`config.mk`:
```
export PLATFORM = sky130hd
export DESIGN_NAME = multi_tachometer
export DESIGN_NICKNAME = d
export VERILOG_FILES = /design/src/rtl/tach_pkg.sv /design/src/rtl/tach_channel.sv /design/src/rtl/multi_tachometer.sv
export SDC_FILE = /design/constraint.sdc
export NUM_CORES = 1
export LEC_CHECK = 0
export CAP_MARGIN = 20
export CORE_MARGIN = 2
export CORE_UTILIZATION = 25
export DETAILED_ROUTE_END_ITERATION = 12
export SYNTH_ARGS = -nofsm -noshare
export SYNTH_HDL_FRONTEND = slang
export SYNTH_SLANG_ARGS = --single-unit
```
`constraint.sdc`:
```
create_clock -name clock -period 10 [get_ports clock]
set_input_delay 2 -clock clock [delete_from_list [all_inputs] [get_ports clock]]
set_output_delay 2 -clock clock [all_outputs]
set_load 0.005 [all_outputs]
```
`src/rtl/tach_pkg.sv`:
```
// Shared helpers for the multi-channel tachometer: gate length, counter widths,
// saturating increment and the optional glitch-filter length (macro TACH_FILTER_EN).
package tach_pkg;

    // Number of clocks in one gate window.
    function automatic int gate_clocks(input int clock_freq, input int gate_hz);
        return clock_freq / gate_hz;
    endfunction

    // Width of a counter that runs 0..n-1 (at least one bit).
    function automatic int gate_w(input int n);
        return (n > 1) ? $clog2(n) : 1;
    endfunction

    // Effective filter length: 0 means the filter is not built.
    function automatic int filter_len(input int cycles);
`ifdef TACH_FILTER_EN
        return cycles;
`else
        return (cycles < 0) ? cycles : 0;
`endif
    endfunction

    // value + 1, clamped at the all-ones value of a width-bit counter.
    function automatic logic [63:0] sat_inc(input logic [63:0] value, input int width);
        logic [63:0] ones;
        ones = (width >= 64) ? '1 : ((64'd1 << width) - 64'd1);
        return (value >= ones) ? ones : value + 64'd1;
    endfunction

endpackage

```
`src/rtl/tach_channel.sv`:
```
// One tachometer channel: synchroniser, optional glitch filter (TACH_FILTER_EN),
// rising-edge detect, saturating pulse counter and saturation flag.
// Ports: clock, system_reset (async, high), clear (drop window), capture (terminal
// cycle), encoder_in (raw); capture_count / capture_sat are the window result
// including an edge seen in the current cycle.
module tach_channel
    import tach_pkg::*;
#(
    parameter int CNT_W         = 32,
    parameter int SYNC_STAGES   = 2,
    parameter int FILTER_CYCLES = 4
) (
    input  logic             clock,
    input  logic             system_reset,
    input  logic             clear,
    input  logic             capture,
    input  logic             encoder_in,
    output logic [CNT_W-1:0] capture_count,
    output logic             capture_sat
);

    localparam int FILT_LEN = filter_len(FILTER_CYCLES);

    logic [SYNC_STAGES-1:0] sync_q, sync_d;
    logic                   prev_q, prev_d;
    logic [CNT_W-1:0]       cnt_q, cnt_d;
    logic                   sat_q, sat_d;
    logic                   synced;
    logic                   level;
    logic                   edge_det;
    logic [CNT_W-1:0]       cnt_inc;

    assign sync_d = {sync_q[SYNC_STAGES-2:0], encoder_in};
    assign synced = sync_q[SYNC_STAGES-1];

    generate
        if (FILT_LEN > 0) begin : g_filter
            localparam int FW = $clog2(FILT_LEN + 1);

            logic          filt_q, filt_d;
            logic [FW-1:0] fcnt_q, fcnt_d;

            // Level follows the synced input only after FILT_LEN stable cycles;
            // any return to the current level restarts the count.
            always_comb begin
                filt_d = filt_q;
                fcnt_d = '0;
                if (synced != filt_q) begin
                    if (fcnt_q == FW'(FILT_LEN - 1)) begin
                        filt_d = synced;
                    end else begin
                        fcnt_d = fcnt_q + 1'b1;
                    end
                end
            end

            always_ff @(posedge clock or posedge system_reset) begin
                if (system_reset) begin
                    filt_q <= 1'b0;
                    fcnt_q <= '0;
                end else begin
                    filt_q <= filt_d;
                    fcnt_q <= fcnt_d;
                end
            end

            assign level = filt_q;
        end else begin : g_no_filter
            assign level = synced;
        end
    endgenerate

    assign edge_det = level & ~prev_q;
    assign prev_d   = level;
    assign cnt_inc  = CNT_W'(sat_inc(64'(cnt_q), CNT_W));

    // Window result as if this cycle's edge were already counted.
    assign capture_count = edge_det ? cnt_inc : cnt_q;
    assign capture_sat   = sat_q | (edge_det & (&cnt_q));

    always_comb begin
        cnt_d = capture_count;
        sat_d = capture_sat;
        if (clear || capture) begin
            cnt_d = '0;
            sat_d = 1'b0;
        end
    end

    always_ff @(posedge clock or posedge system_reset) begin
        if (system_reset) begin
            sync_q <= '0;
            prev_q <= 1'b0;
            cnt_q  <= '0;
            sat_q  <= 1'b0;
        end else begin
            sync_q <= sync_d;
            prev_q <= prev_d;
            cnt_q  <= cnt_d;
            sat_q  <= sat_d;
        end
    end

endmodule

```
`src/rtl/multi_tachometer.sv`:
```
// Multi-channel tachometer: counts encoder rising edges per channel over a shared
// gate window and publishes all counts together with a one-cycle sample_valid.
// Ports: clock, system_reset (async, high), enable, encoder_in[NUM_CH];
// data_out (channel i at [i*CNT_W +: CNT_W]), sample_valid, overflow[NUM_CH].
// Optional glitch filter: define TACH_FILTER_EN.
module multi_tachometer
    import tach_pkg::*;
#(
    parameter int NUM_CH        = 4,
    parameter int CNT_W         = 32,
    parameter int CLOCK_FREQ    = 100000000,
    parameter int GATE_HZ       = 1000,
    parameter int SYNC_STAGES   = 2,
    parameter int FILTER_CYCLES = 4
) (
    input  logic                    clock,
    input  logic                    system_reset,
    input  logic                    enable,
    input  logic [NUM_CH-1:0]       encoder_in,
    output logic [NUM_CH*CNT_W-1:0] data_out,
    output logic                    sample_valid,
    output logic [NUM_CH-1:0]       overflow
);

    localparam int GATE_CLOCKS = gate_clocks(CLOCK_FREQ, GATE_HZ);
    localparam int GATE_W      = gate_w(GATE_CLOCKS);
    localparam logic [GATE_W-1:0] GATE_LAST = GATE_W'(GATE_CLOCKS - 1);

    logic [GATE_W-1:0]       gate_q, gate_d;
    logic [NUM_CH*CNT_W-1:0] data_q, data_d;
    logic [NUM_CH-1:0]       ovf_q, ovf_d;
    logic                    valid_q, valid_d;
    logic                    terminal;
    logic                    clear;
    logic [NUM_CH*CNT_W-1:0] cap_count;
    logic [NUM_CH-1:0]       cap_sat;

    assign terminal = enable & (gate_q == GATE_LAST);
    assign clear    = ~enable;

    generate
        for (genvar i = 0; i < NUM_CH; i++) begin : g_ch
            tach_channel #(
                .CNT_W        (CNT_W),
                .SYNC_STAGES  (SYNC_STAGES),
                .FILTER_CYCLES(FILTER_CYCLES)
            ) u_ch (
                .clock        (clock),
                .system_reset (system_reset),
                .clear        (clear),
                .capture      (terminal),
                .encoder_in   (encoder_in[i]),
                .capture_count(cap_count[i*CNT_W +: CNT_W]),
                .capture_sat  (cap_sat[i])
            );
        end
    endgenerate

    always_comb begin
        gate_d  = gate_q + 1'b1;
        data_d  = data_q;
        ovf_d   = ovf_q;
        valid_d = terminal;
        if (!enable || terminal) begin
            gate_d = '0;
        end
        if (terminal) begin
            data_d = cap_count;
            ovf_d  = cap_sat;
        end
    end

    always_ff @(posedge clock or posedge system_reset) begin
        if (system_reset) begin
            gate_q  <= '0;
            data_q  <= '0;
            ovf_q   <= '0;
            valid_q <= 1'b0;
        end else begin
            gate_q  <= gate_d;
            data_q  <= data_d;
            ovf_q   <= ovf_d;
            valid_q <= valid_d;
        end
    end

    assign data_out     = data_q;
    assign overflow     = ovf_q;
    assign sample_valid = valid_q;

endmodule

```
Word level (Yosys, flattened, before mapping)
Index checks and enable logic that the tools add are counted.
Word-level totals
  output and inout bits: 133
  register bits: 294
  word-level logic and storage cells: 72
Cells by class
  reduce and logical (&&, ||, !) cells: 7
  bitwise operators: 18
  eq/ne operators: 1
  add/sub/neg operators: 5
  muxes and demuxes: 17
  order comparisons: 4
Operators with widths (count)
  32-bit 2-to-1 mux: 12
  32-bit by 1-bit adder with 32-bit output (second input constant): 4
  32-bit greater-or-equal comparator (second input constant): 4
  32-bit AND reduction: 4
  17-bit by 1-bit adder with 17-bit output (second input constant): 1
  17-bit equality test (second input constant): 1
  17-bit 2-to-1 mux: 1
  1-bit AND: 9
  1-bit inverter: 5
  1-bit 2-to-1 mux: 4
  1-bit OR: 4
  1-bit logical OR: 2
  1-bit logical NOT: 1

Logic depth before layout (Yosys ltp)
Gate-level depths: netlist of the first run.
  depth in word-level cells: 5
  mapped depth: 10

Modules after synthesis
A second synthesis of the first run with hierarchy kept.
Second synthesis, totals
  cells, all modules: 1303
  area, all modules: 14306.2 um^2
By module, submodules not included
  tach_channel (g_ch[0].u_ch ...): area each 2045.7 um^2, cells an instance 233, instances 3
  multi_tachometer: area each 6119.6 um^2, cells an instance 372, instances 1
  tach_channel (g_ch[3].u_ch): area each 2049.5 um^2, cells an instance 232, instances 1

Worst setup path after synthesis of the first run
No wires, ideal clock.
  kind: input to register
  start point: input port enable
  end point: register data_q[32], in the netlist data_out[32]
  data arrival time: 3.216 ns
  data required time: 9.875 ns
  stages on the path: 6
  library setup time: 0.125 ns
  path buffers: 2
  slack: 6.660 ns
  cell sequence: inv_1 -> or3_1 -> buf_2 -> clkinv_1 -> buf_2 -> mux2_2
On the way
  word-level cells in the longest chain between the ends: 1
RTL lines
  start, declared: line multi_tachometer.sv:18  | input logic enable,
  1-bit AND: line multi_tachometer.sv:38  | assign terminal = enable & (gate_q == GATE_LAST);
  end signal, assigned: line multi_tachometer.sv:81  | data_q <= data_d;
  end, declared: line multi_tachometer.sv:30  | logic [NUM_CH*CNT_W-1:0] data_q, data_d;
Every way passes these cells.
A chain may end at the register's enable or synchronous reset.

Worst setup path in the final report of the first run
Ends and elaborated chain as after synthesis.

==> results of run 1 <==
==> layout by cell type (no fill, tap or decap), types with 4 or more instances in the layout <==
cell / netlist / routed
a21oi_1: 94 / 94
a31oi_1: 37 / 37
a41o_1: 5 / 5
a41oi_1: 7 / 7
and2_1: 8 / 8
and3_1: 24 / 24
and4_1: 12 / 12
buf_4: 3 / 8
bufinv_16: 0 / 7
clkbuf_1: 42 / 5
clkbuf_16: 0 / 37
clkbuf_8: 0 / 8
clkdlybuf4s50_1: 0 / 139
clkinv_2: 0 / 7
dfrtp_1: 294 / 294
ha_1: 5 / 5
inv_1: 19 / 18
mux2_2: 7 / 7
mux2i_1: 5 / 5
nand2_1: 114 / 114
nand3_1: 47 / 47
nand4_1: 45 / 45
nand4b_1: 4 / 4
nor2_1: 210 / 210
nor2b_1: 12 / 12
nor3_1: 34 / 34
nor3_2: 6 / 6
nor4_1: 22 / 22
nor4_4: 5 / 5
o21ai_0: 56 / 55
o21ai_1: 10 / 10
o31ai_1: 7 / 7
or3_1: 13 / 12
xnor2_1: 48 / 48
xor2_1: 60 / 60
==> path summary, 6_finish.rpt <==
kind / from / slack, ns / end / cells after the start
max in group asynchronous: system_reset / 6.56 / g_ch[2].u_ch.cnt_q[15]$_DFF_PP0_ / 4
hold reg to reg: g_ch[3].u_ch.sync_q[0]$_DFF_PP0_ / 0.35 / g_ch[3].u_ch.sync_q[1]$_DFF_PP0_ / 0
setup / recovery: enable / 5.58 / data_out[32]$_DFFE_PP0P_ / 6
hold / removal: g_ch[3].u_ch.sync_q[0]$_DFF_PP0_ / 0.35 / g_ch[3].u_ch.sync_q[1]$_DFF_PP0_ / 0
min in group asynchronous: system_reset / 2.03 / g_ch[0].u_ch.sync_q[0]$_DFF_PP0_ / 3
setup reg to reg: gate_q[13]$_DFF_PP0_ / 6.68 / data_out[32]$_DFFE_PP0P_ / 6
==> per-layer routing <==
layer	GRT usage [%]	vias to the layer above	part of all wire, %
met5	0	-	0
met4	3.88	0	2.0
met3	2.88	46	5.4
met2	20.2	208	47
met1	16.4	4983	46
li1	-	4875	-
==> state kept, by name (all words and copies together), names as in the netlist <==
register,cells
g_ch.u_ch.sync_q,8
g_ch.u_ch.sat_q,4
gate_q,17
g_ch.u_ch.prev_q,4
data_out,128
sample_valid,1
g_ch.u_ch.cnt_q,128
overflow,4
==> cell families after synthesis <==
family | Yosys count
AND/OR/NAND/NOR | 581
XOR/XNOR | 108
adder cells (fa/ha/maj) | 5
AO/OA/AOI/OAI | 229
flip-flops | 294
multiplexers | 13
buffers and inverters | 87
==> through the flow <==
step	hold slack (ns)	utilization, %	worst slack [ns]	instance area (sq um)
after floorplan	0.331	-	4.10	13200
after global placement	0.337	29.0	5.03	15200
after detailed placement	0.336	29.0	5.00	15200
after CTS	0.342	31.6	5.57	16500
after global routing	0.343	31.7	5.41	16600
final	0.348	31.7	5.58	16600
==> cell type report <==
cell class | count | area share [%]
clock buffer | 50 | 6.36
inverter | 20 | 0.483
clock inverter | 17 | 1.68
tap | 688 | 5.19
sequential | 294 | 44.4
multi-input combinational | 936 | 32.7
timing repair buffer | 150 | 9.16
==> power by group through the flow <==
stage | Combinational (W) | Clock [W] | Sequential [W]
floorplan | 0.0000556 | 0 | 0.00126
global placement | 0.000133 | 0 | 0.00127
detailed placement | 0.000136 | 0 | 0.00127
CTS | 0.000137 | 0.00150 | 0.00124
global route | 0.000150 | 0.00155 | 0.00125
finish | 0.000132 | 0.00146 | 0.00124
==> critical path, stage by stage <==
cell             delay [ns]
clkdlybuf4s50_1        0.53
inv_1                  0.09
or3_4                  0.66
clkinv_2               0.29
buf_4                  0.75
mux2_2                 0.41
==> flow_summary.ini, run 1 <==
[timing]
slew-limit-headroom_pct = 35.1
finClkSkew_ns = 0.0185
setup_tns_ns = 0
post-route-period-util_pct = 44.2
rsz0062_at_grt = false
max_freq_ghz = 0.226
drv_slew = 0
hold_violations = 0
setup_viol = 0
worstMarginPinSlew_ns = 0.973
fin_crit_ns = 4.42

[logic_synthesis]
synth_top_area_share_pct = 55.8
syn_area_per_cell_sq_um = 10.0
syn-cell-area_sq_um = 13200
synth_top_cell_by_area = dfrtp_1
synth_adder_area_share_pct = 0.475
synth_xor_area_share_pct = 7.18
async_flop_share_pct = 100
synth-seq-area-share_pct = 55.8
yosys.area_share.simple_pct = 22.3
yosys-top-cells-area = dfrtp_1 56%, nor2_1 6.0%, xor2_1 4.0%
muxShareOfSynthArea_pct = 1.06
syn_inst = 1317
synth.ff_latch_count = 294
synth_compound_area_share_pct = 10.0
synth_ff_type = dfrtp_1
yosys_warnings = 0
syn_nets = 1329
synth_edf_count = 0
synth_most_common_cell = dfrtp_1
synth_top_family_by_area = simple AND/OR/NAND/NOR gates
yosys-top-cells-count = 294 x dfrtp_1, 210 x nor2_1, 114 x nand2_1
ys_types = 63

[clock_network]
cts_hold_buf = 0
ctsResizeCount = 0
cts_root_buf = clkbuf_16
numClockSinks = 294
cts.path.max_buffers = 3
htreeDepth = 2
clk_latency_ns = 0.54
cts.clk_slew.worst_paths_ns = 0.05
cts_buffers = 37
post-cts-setup-buffer-count = 0
cts_tree = yes

[global_route]
grt.total_usage_pct = 12.4
grt_pass1_vias = 10200
grt_remaining_overflow = 0
antenna_found_initial = 0
grt_pass1_wl_mm = 55.0
grt_max_degree = 161

[final_layout]
stdcell_count = 2155
areaGrowthSynthToFinish_pct = 25.8
num-nets-final = 1451
diodes = 0
multi_input_area_sq_um = 5430
layout-drive-gt1-share_pct = 7.57
fillers = 5382
ff_latch_area_sq_um = 7360

[detailed_routing]
dr_total_vias = 10100
first_iter_violations = 827
drc_errors = 0
ant_nets = 0
first_pass_iters = 5
wl_per_cell_um = 15.6
totalWireLength_mm = 33.5
viasPerCell = 4.69

[floorplan]
ioPinCount = 140
die-area_sq_um = 54600
die_w_um = 234
die_h_um = 234
rows = 84
core_area_sq_um = 52300
floorplan.initialDensity_pct = 25.2

[setup_path]
worstSetupPathType = input pin to flip-flop
end_kind = flip-flop
arrival_ns = 4.83
cp-start-kind = input pin
worstPathMaxFanout = 82
required_ns = 10.41

[placed_design]
place_congestion = 0.793
place.detailed.hpwl_mm = 22.1
numPortBuffers = 139
placedCellCount = 2086

[power]
finalPower_w = 0.00283
internal_power_w = 0.00221
swShare_pct = 22.0
clkPwrFrac_pct = 51.4
switchingPower_w = 0.000623
vdd_drop_max_v = 0.0000942
leakage_nw = 6.93
pwr-share-comb_pct = 4.7
cellPowerDensity_nw_per_um2 = 171
seq_power_share_pct = 43.9

[job]
drv_cap = 0

[worst_hold_path]
hold_class = flip-flop to flip-flop

[run_status]
status = finished clean
No activity file was read; power rests on OpenSTA's default activity.
==> run 2: changes to the inputs <==
clock period = 4.5 ns   (was 10 ns; I/O delays follow)
==> run 2 against run 1 <==
Design area is 0.71% lower. Combinational power is 120% higher. Core utilization is 0.22 points lower. Die area stayed put. Via count is 0.34% higher. Register-to-register slack worse by 5.1 ns. Global-route usage is 0.090 points higher. Flip-flop and latch count stayed put. First-iteration DRC count is 22% lower. Wire length is 0.92% higher. Clock-buffer cell count is 1 lower. Highest routed layer unchanged.
==> flow_summary.ini, run 2 (same netlist as run 1, synthesis figures left out) <==
[run_status]
status = finished clean

[placed_design]
numPortBuffers = 139
post-place-ws_ns = 1.29
placedInstanceArea_sq_um = 15300
place_congestion = 0.813
place.detailed.hpwl_mm = 22.6

[setup_path]
arrival_ns = 3.38
required_ns = 4.92
cp-start-kind = flip-flop
crit_start = g_ch[2].u_ch.cnt_q[0]$_DFF_PP0_
rr_worst_depth = 7
worstPathMaxFanout = 10
cpPeakStageDelay_ns = 0.65
cp-endpoint = data_out[84]$_DFFE_PP0P_
slowest_stage = nor3_1
reg2reg_from = g_ch[2].u_ch.cnt_q[0]$_DFF_PP0_
crit_path_cell_trace = ha_1 > nand3b_1 > nor3_1 > buf_4 > nor3b_1 > a31oi_1 > mux2_2
r2r-end = data_out[84]$_DFFE_PP0P_
worstSetupPathType = flip-flop to flip-flop
reg2reg_slack_ns = 1.53
end_kind = flip-flop

[final_layout]
diodes = 0
mostFrequentLayoutCells = 294 x dfrtp_1, 210 x nor2_1, 139 x clkdlybuf4s50_1, 114 x nand2_1, 94 x a21oi_1
layout-drive-gt1-share_pct = 7.56
areaGrowthSynthToFinish_pct = 24.9
num-nets-final = 1457
fin_area_sq_um = 16500
final_common_cell = dfrtp_1

[detailed_routing]
drc_errors = 0
ant_nets = 0
dr_total_vias = 10100
totalWireLength_mm = 33.8
first_iter_violations = 648
viasPerCell = 4.71
first_pass_iters = 5
wl_per_cell_um = 15.7

[clock_network]
ctsResizeCount = 0
cts_hold_buf = 0
cts.path.max_buffers = 3
post-cts-setup-buffer-count = 0
cts_buffers = 36
cts_tree = yes
htreeDepth = 2
numClockSinks = 294
cts.clk_slew.worst_paths_ns = 0.06
clk_latency_ns = 0.53
cts_root_buf = clkbuf_16

[power]
clkPwrFrac_pct = 48.2
leakage_nw = 6.87
pwr-share-comb_pct = 5.0
vdd_drop_max_v = 0.000240
seq_power_share_pct = 46.8
swShare_pct = 22.6
switchingPower_w = 0.00133
cellPowerDensity_nw_per_um2 = 359
internal_power_w = 0.00457
finalPower_w = 0.00591

[global_route]
grt_max_degree = 148
grt_pass1_vias = 10100
grt_pass1_wl_mm = 55.0
grt.total_usage_pct = 12.5
grt_remaining_overflow = 0
antenna_found_initial = 0

[worst_hold_path]
whs_path_depth = 0
hold_class = flip-flop to flip-flop

[timing]
drv_slew = 0
finClkSkew_ns = 0.0119
max_freq_ghz = 0.337
worstMarginPinSlew_ns = 0.906
hold_violations = 0
fin_crit_ns = 2.97
post-route-period-util_pct = 66.0
setup_viol = 0
slew-limit-headroom_pct = 39.4
setup_ws_ns = 1.53
holdWs_ns = 0.348
rsz0062_at_grt = false

[floorplan]
ioPinCount = 140
core_area_sq_um = 52300
die_w_um = 234
floorplan.initialDensity_pct = 25.2
die-area_sq_um = 54600
die_h_um = 234
rows = 84

[job]
drv_cap = 0
run 2: worst max-delay path, delay by kind of cell (launching register included):
kind | cells | cell delay, ns
AOI/OAI and AO/OA | 1 | 0.22
adders and majority gates | 1 | 0.19
buffers and inverters | 1 | 0.30
DFF | 1 | 0.40
muxes | 1 | 0.29
and+or+nand+nor | 3 | 1.45
run 2: final cells by class:
class                      count  area (sq um)
clock buffer                  49          1030
clock inverter                12           119
multi-input combinational    936          5430
sequential                   294          7360
fill                        5351         35900
inverter                      20          80.1
timing repair buffer         157          1580
tap                          688           861
run 2: worst min-delay path by stage:
stage / end / from / slack (ns)
floorplan: g_ch[0].u_ch.sync_q[1]$_DFF_PP0_ / g_ch[0].u_ch.sync_q[0]$_DFF_PP0_ / 0.33
global placement: g_ch[0].u_ch.sync_q[1]$_DFF_PP0_ / g_ch[0].u_ch.sync_q[0]$_DFF_PP0_ / 0.34
detailed placement: g_ch[3].u_ch.sync_q[1]$_DFF_PP0_ / g_ch[3].u_ch.sync_q[0]$_DFF_PP0_ / 0.34
CTS: g_ch[3].u_ch.sync_q[1]$_DFF_PP0_ / g_ch[3].u_ch.sync_q[0]$_DFF_PP0_ / 0.35
global route: g_ch[3].u_ch.sync_q[1]$_DFF_PP0_ / g_ch[3].u_ch.sync_q[0]$_DFF_PP0_ / 0.37
finish: g_ch[3].u_ch.sync_q[1]$_DFF_PP0_ / g_ch[3].u_ch.sync_q[0]$_DFF_PP0_ / 0.35
run 2: per-layer routing:
metal	wire [um]	vias to the layer above	track usage, %	share of wire, %
met2	15900	227	20.1	47
met4	920	0	4.94	2.7
met5	0	-	0	0
met1	15100	4982	16.2	45
met3	1920	59	3.04	5.7
li1	-	4878	-	-
run 2: through the flow:
step	cells	utilization [%]	TNS, ns
global placement	2094	29.2	0
CTS	2155	31.4	0
finish	2156	31.4	0
detailed placement	2094	29.2	0
floorplan	1317	-	-89.12
global route	2156	31.4	0
run 2: power groups by stage:
stage	logic, W	registers [W]	clock network [W]
2_1_floorplan	0.000124	0.00281	0
3_3_place_gp	0.000301	0.00281	0
3_5_place_dp	0.000306	0.00281	0
4_1_cts	0.000307	0.00277	0.00294
5_1_grt	0.000336	0.00277	0.00304
6_report	0.000296	0.00277	0.00285
